### src/rtl/systolic_mac_pe_pkg.sv
// Shared tensor-core types and default widths for the systolic MAC processing element.
package systolic_mac_pe_pkg;

    localparam int unsigned DATA_W_DEF = 16;
    localparam int unsigned ACC_W_DEF  = 32;
    localparam int unsigned CNT_W      = 3;

    typedef enum logic [1:0] {
        IDLE = 2'd0,
        MUL  = 2'd1,
        ACC  = 2'd2
    } mac_state_t;

endpackage

### src/rtl/systolic_mac_mul.sv
// Signed DATA_W x DATA_W multiplier, MUL_CYCLES register stages deep, no handshake.
module systolic_mac_mul #(
    parameter int unsigned DATA_W     = 16,
    parameter int unsigned MUL_CYCLES = 2
) (
    input  logic                       CLK,
    input  logic                       RST,
    input  logic signed [DATA_W-1:0]   a,
    input  logic signed [DATA_W-1:0]   b,
    output logic signed [2*DATA_W-1:0] p
);

    localparam int unsigned PROD_W = 2 * DATA_W;

    logic signed [PROD_W-1:0] a_ext;
    logic signed [PROD_W-1:0] b_ext;
    logic signed [PROD_W-1:0] pipe_d [MUL_CYCLES];
    logic signed [PROD_W-1:0] pipe_q [MUL_CYCLES];

    always_comb begin
        a_ext     = PROD_W'(a);
        b_ext     = PROD_W'(b);
        pipe_d[0] = a_ext * b_ext;
        for (int i = 1; i < int'(MUL_CYCLES); i++) begin
            pipe_d[i] = pipe_q[i-1];
        end
    end

    always_ff @(posedge CLK) begin
        if (RST) begin
            for (int i = 0; i < int'(MUL_CYCLES); i++) begin
                pipe_q[i] <= '0;
            end
        end else begin
            for (int i = 0; i < int'(MUL_CYCLES); i++) begin
                pipe_q[i] <= pipe_d[i];
            end
        end
    end

    assign p = pipe_q[MUL_CYCLES-1];

endmodule

### src/rtl/systolic_mac_pe.sv
// Weight-stationary systolic MAC PE: out_accumulate = in_accumulate + in_value * active weight.
module systolic_mac_pe
    import systolic_mac_pe_pkg::*;
#(
    parameter int unsigned DATA_W     = DATA_W_DEF,
    parameter int unsigned ACC_W      = ACC_W_DEF,
    parameter int unsigned MUL_CYCLES = 2
) (
    input  logic              CLK,
    input  logic              RST,
    input  logic              weight_load,
    input  logic [DATA_W-1:0] weight_in,
    output logic [DATA_W-1:0] weight_out,
    input  logic              weight_swap,
    input  logic              start,
    input  logic [DATA_W-1:0] in_value,
    input  logic [ACC_W-1:0]  in_accumulate,
    input  logic              sat_en,
    input  logic              clear_ovf,
    output logic [DATA_W-1:0] out_value,
    output logic              out_value_valid,
    output logic [ACC_W-1:0]  out_accumulate,
    output logic              out_valid,
    output logic              busy,
    output logic              ovf
);

    localparam int unsigned PROD_W = 2 * DATA_W;
    localparam logic [ACC_W-1:0] ACC_MAX = {1'b0, {(ACC_W-1){1'b1}}};
    localparam logic [ACC_W-1:0] ACC_MIN = {1'b1, {(ACC_W-1){1'b0}}};

    mac_state_t               state_d, state_q;
    logic [CNT_W-1:0]         cnt_d, cnt_q;
    logic signed [DATA_W-1:0] a_d, a_q;
    logic signed [DATA_W-1:0] w_d, w_q;
    logic signed [ACC_W-1:0]  acc_op_d, acc_op_q;
    logic                     sat_d, sat_q;
    logic [DATA_W-1:0]        shadow_d, shadow_q;
    logic [DATA_W-1:0]        active_d, active_q;
    logic [DATA_W-1:0]        out_value_d, out_value_q;
    logic                     out_value_valid_d, out_value_valid_q;
    logic [ACC_W-1:0]         out_acc_d, out_acc_q;
    logic                     out_valid_d, out_valid_q;
    logic                     busy_d, busy_q;
    logic                     ovf_d, ovf_q;

    logic signed [PROD_W-1:0] prod_c;
    logic signed [ACC_W:0]    sum_c;
    logic                     sum_ovf_c;
    logic [ACC_W-1:0]         result_c;

    systolic_mac_mul #(
        .DATA_W     (DATA_W),
        .MUL_CYCLES (MUL_CYCLES)
    ) u_mul (
        .CLK (CLK),
        .RST (RST),
        .a   (a_q),
        .b   (w_q),
        .p   (prod_c)
    );

    // One guard bit above ACC_W exposes signed overflow as a sign disagreement.
    always_comb begin
        sum_c     = (ACC_W+1)'(acc_op_q) + (ACC_W+1)'(prod_c);
        sum_ovf_c = sum_c[ACC_W] ^ sum_c[ACC_W-1];
        result_c  = sum_c[ACC_W-1:0];
        if (sum_ovf_c && sat_q) begin
            result_c = sum_c[ACC_W] ? ACC_MIN : ACC_MAX;
        end
    end

    always_comb begin
        state_d           = state_q;
        cnt_d             = cnt_q;
        a_d               = a_q;
        w_d               = w_q;
        acc_op_d          = acc_op_q;
        sat_d             = sat_q;
        out_value_d       = out_value_q;
        out_value_valid_d = 1'b0;
        out_acc_d         = out_acc_q;
        out_valid_d       = 1'b0;
        ovf_d             = ovf_q;
        shadow_d          = weight_load ? weight_in : shadow_q;
        active_d          = weight_swap ? shadow_q : active_q;

        if (clear_ovf) begin
            ovf_d = 1'b0;
        end

        case (state_q)
            IDLE: begin
                if (start) begin
                    state_d           = MUL;
                    cnt_d             = CNT_W'(MUL_CYCLES - 1);
                    a_d               = in_value;
                    w_d               = active_q;
                    acc_op_d          = in_accumulate;
                    sat_d             = sat_en;
                    out_value_d       = in_value;
                    out_value_valid_d = 1'b1;
                end
            end
            MUL: begin
                if (cnt_q == '0) begin
                    state_d = ACC;
                end else begin
                    cnt_d = cnt_q - CNT_W'(1);
                end
            end
            ACC: begin
                out_acc_d   = result_c;
                out_valid_d = 1'b1;
                if (sum_ovf_c) begin
                    ovf_d = 1'b1;
                end
                state_d = IDLE;
            end
            default: state_d = IDLE;
        endcase

        busy_d = (state_d != IDLE);
    end

    always_ff @(posedge CLK) begin
        if (RST) begin
            state_q           <= IDLE;
            cnt_q             <= '0;
            a_q               <= '0;
            w_q               <= '0;
            acc_op_q          <= '0;
            sat_q             <= 1'b0;
            shadow_q          <= '0;
            active_q          <= '0;
            out_value_q       <= '0;
            out_value_valid_q <= 1'b0;
            out_acc_q         <= '0;
            out_valid_q       <= 1'b0;
            busy_q            <= 1'b0;
            ovf_q             <= 1'b0;
        end else begin
            state_q           <= state_d;
            cnt_q             <= cnt_d;
            a_q               <= a_d;
            w_q               <= w_d;
            acc_op_q          <= acc_op_d;
            sat_q             <= sat_d;
            shadow_q          <= shadow_d;
            active_q          <= active_d;
            out_value_q       <= out_value_d;
            out_value_valid_q <= out_value_valid_d;
            out_acc_q         <= out_acc_d;
            out_valid_q       <= out_valid_d;
            busy_q            <= busy_d;
            ovf_q             <= ovf_d;
        end
    end

    assign weight_out      = shadow_q;
    assign out_value       = out_value_q;
    assign out_value_valid = out_value_valid_q;
    assign out_accumulate  = out_acc_q;
    assign out_valid       = out_valid_q;
    assign busy            = busy_q;
    assign ovf             = ovf_q;

endmodule

### config.mk
export PLATFORM = sky130hd
export DESIGN_NAME = systolic_mac_pe
export DESIGN_NICKNAME = d
export VERILOG_FILES = /design/src/rtl/systolic_mac_pe_pkg.sv /design/src/rtl/systolic_mac_mul.sv /design/src/rtl/systolic_mac_pe.sv
export SDC_FILE = /design/constraint.sdc
export NUM_CORES = 1
export LEC_CHECK = 0
export BUFFER_PORTS_ARGS = -buffer_cell sky130_fd_sc_hd__buf_2
export CAP_MARGIN = 30
export CORE_ASPECT_RATIO = 0.9
export CORE_MARGIN = 10
export CORE_UTILIZATION = 62
export DETAILED_ROUTE_END_ITERATION = 12
export PLACE_DENSITY = 0.82
export SYNTH_ARGS = -nofsm -noshare
export SYNTH_HDL_FRONTEND = slang
export SYNTH_SLANG_ARGS = --single-unit
### constraint.sdc
create_clock -name CLK -period 7.77 [get_ports CLK]
set_input_delay 0.3885 -clock CLK [delete_from_list [all_inputs] [get_ports CLK]]
set_output_delay 0.3885 -clock CLK [all_outputs]
set_load 0.005 [all_outputs]
### Word-level counts from Yosys, hierarchy flattened

Memory sizes are Yosys's and may differ from the RTL's.
Cells that the tools add are included.

| operators by class | value |
|---|---|
| $add $sub $neg | 2 |
| multiply operators | 1 |
| equality and inequality tests | 4 |
| muxes and demuxes | 18 |
| bitwise gates (word level) | 4 |
| reductions and logical operators | 8 |

Operators by type and width:

| cell | number |
|---|---|
| $mux 32 | 4 |
| $add 32x32->33 | 1 |
| $mul 16x16->32 | 1 |
| $mux 1 | 8 |
| $mux 3 | 2 |
| $pmux 3 s2 | 1 |
| $mux 2 | 2 |
| $ne 2x2->1 const B | 2 |
| $pmux 2 s2 | 1 |
| $reduce_bool 2->1 | 2 |
| $logic_not 3->1 | 1 |
| $reduce_and 3->1 | 1 |
| $sub 3x1->3 const B | 1 |
| $eq 2x1->1 const B | 1 |
| $eq 2x2->1 const B | 1 |
| $logic_not 2->1 | 1 |
| $or 1x1->1 | 2 |
| $reduce_and 2->1 | 1 |
| $reduce_or 2->1 | 1 |
| $logic_and 1x1->1 | 1 |
| $not 1->1 | 1 |
| $xor 1x1->1 | 1 |

| storage, ports and cells | value |
|---|---|
| flip-flop bits (word level) | 138 |
| RAM bits | 64 |
| bits of input ports | 71 |
| output and inout bits | 68 |
| logic and storage cells | 51 |
| memories kept | 1 |

Memories:

| name | depth | width | rd ports | clocked after memory_dff | write ports | line | RTL |
|---|---|---|---|---|---|---|---|
| u_mul.pipe_q | 2 | 32 | 2 | 0 | 2 | systolic_mac_mul.sv:18 | `logic signed [PROD_W-1:0] pipe_q [MUL_CYCLES];` |

### Depth between registers and ports, before layout

| logic depth | value |
|---|---|
| depth after elaboration | 4 |
| gate-level depth with buffers | 25 |
| mapped depth without buffers | 24 |

### Cells and area by module

From an unflattened synthesis, not the netlist that was laid out.

| unflattened totals | value |
|---|---|
| cell total of the unflattened synthesis | 1901 |
| area total of the unflattened synthesis | 18091.1 um2 |

By module, submodules not included:

| module | times used | cells each | area an instance (um2) |
|---|---|---|---|
| systolic_mac_mul | 1 | 1238 | 11667.4 |
| systolic_mac_pe | 1 | 663 | 6423.7 |

### Worst setup path before layout

No wires, ideal clock.

| path | value |
|---|---|
| path kind | flip-flop to flip-flop |
| start point | register, netlist name out_value[11] |
| end point | memory u_mul.pipe_q[0][29] (netlist bit) |
| library setup time | 86 ps |
| arrival | 6325 ps |
| setup slack | 1359 ps |
| stages on the path, launching flop included | 22 |
| path buffers | 1 |
| path through | dfxtp_1 > clkbuf_1 > nand2_1 > fa_1 > fa_1 > inv_1 > fa_1 > inv_1 > fa_1 > fa_1 > fa_1 > inv_1 > ha_1 > and3_1 > and3_1 > a211oi_2 > a211oi_1 > a221o_1 > a211oi_2 > nor2_1 > or3_1 > a211oi_1 |

RTL lines:

| item | line |
|---|---|
| to (decl) | systolic_mac_mul.sv:18 |

==> results_dict.tcl <==
set metrics [dict create \
    status "finished clean" \
    post-route-min-period_ns 6.97 \
    netlist.area_leader.share_pct 29.7 \
    dieArea_um2 35700 \
    finClkSkew_ns 0.0187 \
    rows 58 \
    ys_seq_area_share_pct 22.8 \
    place_ws_ns 0.896 \
    cts.sinks 202 \
    drcViolationCount 0 \
    period_share_pct 89.7 \
    seqCellArea_um2 4040 \
    ir_drop_uv 187 \
    fin_area_um2 19500 \
    cp_slowest_stage_delay_ns 0.74 \
    setup_ws_ns 0.803 \
    hold_class "input port to flip-flop" \
    critPathBufInv 5 \
    dieHeight_um 180 \
    post-cts-setup-buffers 0 \
    numCtsBuffers 22 \
    avgRoutedWirePerCell_um 18.7 \
    worstSetupEndpoint "u_mul.pipe_q[0][29]$_SDFF_PP0_" \
    first_pass_iters 5 \
    synth.distinct_cells 65 \
    cts_hold_buf 0 \
    cts_tree "yes" \
    place_area_um2 18700 \
    startpoint "w_q[1]$_SDFFE_PP0P_" \
    ff2ff_path_depth 22 \
    syn_nets 2326 \
    worst_ep_required_time_ns 8.20 \
    grt_setup_unrepaired "no" \
    cp_max_fo 17 \
    cp.depth 22 \
    grt_pass1_wl_um 72700 \
    synth_ff_type "dfxtp_1" \
    syn_inst 1876 \
    routed_wl_um 44000 \
    p_per_area_nw_per_um2 136 \
    path_clk_slew_ns 0.07 \
    grt_pass1_vias 14476 \
    drive_gt1_share_pct 10.6 \
    fillers 2115 \
    hold_viol 0 \
    finalMaxSlewViolations 0 \
    globalRouteOverflowTotal 0 \
    path_common_cell "fa_1" \
    async_reset_ff_share_pct 0 \
    rr_endpoint "u_mul.pipe_q[0][29]$_SDFF_PP0_" \
    synth_area_leader_cell "fa_1" \
    cp.arrival_ns 7.40 \
    die-width_um 198 \
    end_kind "flip-flop" \
    htreeDepth 1 \
    io_buffers 138 \
    syn_to_final_growth_pct 10.2 \
    drtIter0Drc 855 \
    grt_use_total_pct 25.2 \
    rr_startpoint "w_q[1]$_SDFFE_PP0P_" \
    clock.fmax_ghz 0.144 \
    fin_nets 2424 \
    leakage_nw 9.71 \
    num_vias 13501 \
    worst-setup-path-type "flip-flop to flip-flop" \
    syn_area_per_cell_um2 9.44 \
    slew_headroom_pct 42.3 \
    clockBufferDepth 3 \
    ys_warn_count 0 \
    tns_ns 0 \
    slowest_stage "dfxtp_1" \
    yosys-top-cells-area "fa_1, dfxtp_1, ha_1" \
    critPathLaunchType "flip-flop" \
    place.gp.congestion 0.923 \
    dp_hpwl_um 34000 \
    finalSetupViolCount 0 \
    worstMarginPinSlew_ns 0.864 \
    antenna_left 0 \
    synth_area_um2 17700 \
    core_um2 28100 \
    clock_latency_ns 0.52 \
    ys_ff_latch 202 \
    antenna_found_initial 2 \
    reg2reg_slack_ns 0.80 \
    ios 139 \
    synth_edf_count 0 \
    cts_root_buf "clkbuf_16" \
    cts_resized 0 \
    cap_violations 0 \
    multiInputGateArea_um2 12200 \
    p_total_mw 2.65 \
    path_cells "nand2_1 > fa_1 > inv_1 > fa_1 > inv_1 > fa_1 > inv_1 > fa_1 > fa_1 > inv_1 > fa_1 > inv_1 > ha_1 > a21o_1 > a21o_1 > a21o_1 > a2111oi_0 > a21oi_1 > a211oi_2 > nor2_1 > or3_1 > a211oi_1" \
    start_util_pct 63.1 \
    routed_via_density 5.74 \
    path_delay_family "adder cells" \
    grt_max_degree 104 \
]
[registers in the layout, summed over array words and instances, names as in the netlist, 2 cells and up]
signal	count
w_q	16
out_value	16
acc_op_q	32
active_q	16
weight_out	16
state_q	2
u_mul.pipe_q	64
cnt_q	3
out_accumulate	32
[power by group]
| part | switching, mW | internal [mW] |
|---|---|---|
| registers | 0.0746 | 1.09 |
| logic | 0.188 | 0.140 |
| clock network | 0.441 | 0.712 |
| total | 0.703 | 1.94 |
[synthesized netlist by cell type (5+ instances only)]
cell type and number:
nor2_1 131, and2_1 121, fa_1 263, o211ai_1 6, ha_1 116, xor2_1 24, a21oi_1 51, nand2_1 153
and3_1 7, o21bai_1 5, nor2b_1 40, a21o_1 33, a211oi_1 34, or3_1 6, nand2b_1 21, nand3_1 15
inv_1 319, dfxtp_1 202, xnor2_1 35, buf_2 5, mux2i_1 32, o21ai_0 34, clkbuf_1 71, a22o_1 66
nor3_1 13, o21a_1 5
[kinds of logic (layout without fill, tap and decap cells)]
logic type      Yosys count  after routing  share of synthesized area [%]
compound gates          281            281                           11.6
xor+xnor                 59             59                           2.92
fa+ha+maj               379            379                           37.9
buf+inv                 398            512                           8.47
other cells               0              1                              0
flops                   202            202                           22.8
mux                      33             33                           1.87
simple gates            524            524                           14.4
[metal layers]
metal / vias to the layer above / global-route usage (%) / routed length [um]
met5: - / 0 / 0
met4: 0 / 10.3 / 1950
met3: 137 / 3.23 / 2260
met2: 443 / 44.3 / 22300
met1: 6772 / 30.4 / 17500
li1: 6149 / - / -
[cell usage in the layout (no fill, tap or decap), types with 5 or more instances in the layout]
cell type,Yosys,layout
nor2_1,131,130
buf_2,5,137
o21ai_0,34,34
a21oi_1,51,51
or3_1,6,6
o211ai_1,6,6
inv_1,319,319
a211oi_1,34,34
a21o_1,33,33
nor3_1,13,12
o21bai_1,5,5
nand2_1,153,153
and2_1,121,121
clkbuf_16,0,23
xor2_1,24,24
a22o_1,66,66
mux2i_1,32,32
nand3_1,15,15
buf_4,0,13
ha_1,116,116
nand2b_1,21,21
nor2b_1,40,39
o21a_1,5,5
fa_1,263,263
dfxtp_1,202,202
xnor2_1,35,35
and3_1,7,7
[layout make-up]
class,count,area share [%]
timing repair buffer,153,4.29
clock inverter,11,0.840
tap,360,2.31
multi-input combinational,1276,62.4
clock buffer,29,3.27
sequential,202,20.7
inverter,319,6.13
antenna,1,0.0128
[per-stage QoR]
step / instances / utilization [%] / hold WS, ns
floorplan: 1876 / - / 0.414
global placement: 2307 / 66.5 / 0.422
detailed placement: 2308 / 66.5 / 0.424
CTS: 2348 / 69.4 / 0.0615
global route: 2351 / 69.5 / 0.0800
finish: 2351 / 69.5 / 0.0786
[how the worst min path moves through the flow]
| stage | startpoint | endpoint | cells after the start |
|---|---|---|---|
| 4_1_cts | in_value[7] | out_value[7]$_SDFFE_PP0P_ | 2 |
| 6_report | in_accumulate[13] | acc_op_q[13]$_SDFFE_PP0P_ | 2 |
| 3_3_place_gp | u_mul.pipe_q[0][2]$_SDFF_PP0_ | u_mul.pipe_q[0][34]$_SDFF_PP0_ | 1 |
| 3_5_place_dp | u_mul.pipe_q[0][0]$_SDFF_PP0_ | u_mul.pipe_q[0][32]$_SDFF_PP0_ | 1 |
| 5_1_grt | in_value[7] | out_value[7]$_SDFFE_PP0P_ | 2 |
| 2_1_floorplan | u_mul.pipe_q[0][0]$_SDFF_PP0_ | u_mul.pipe_q[0][32]$_SDFF_PP0_ | 1 |
Power figures use the tool's default switching activity.
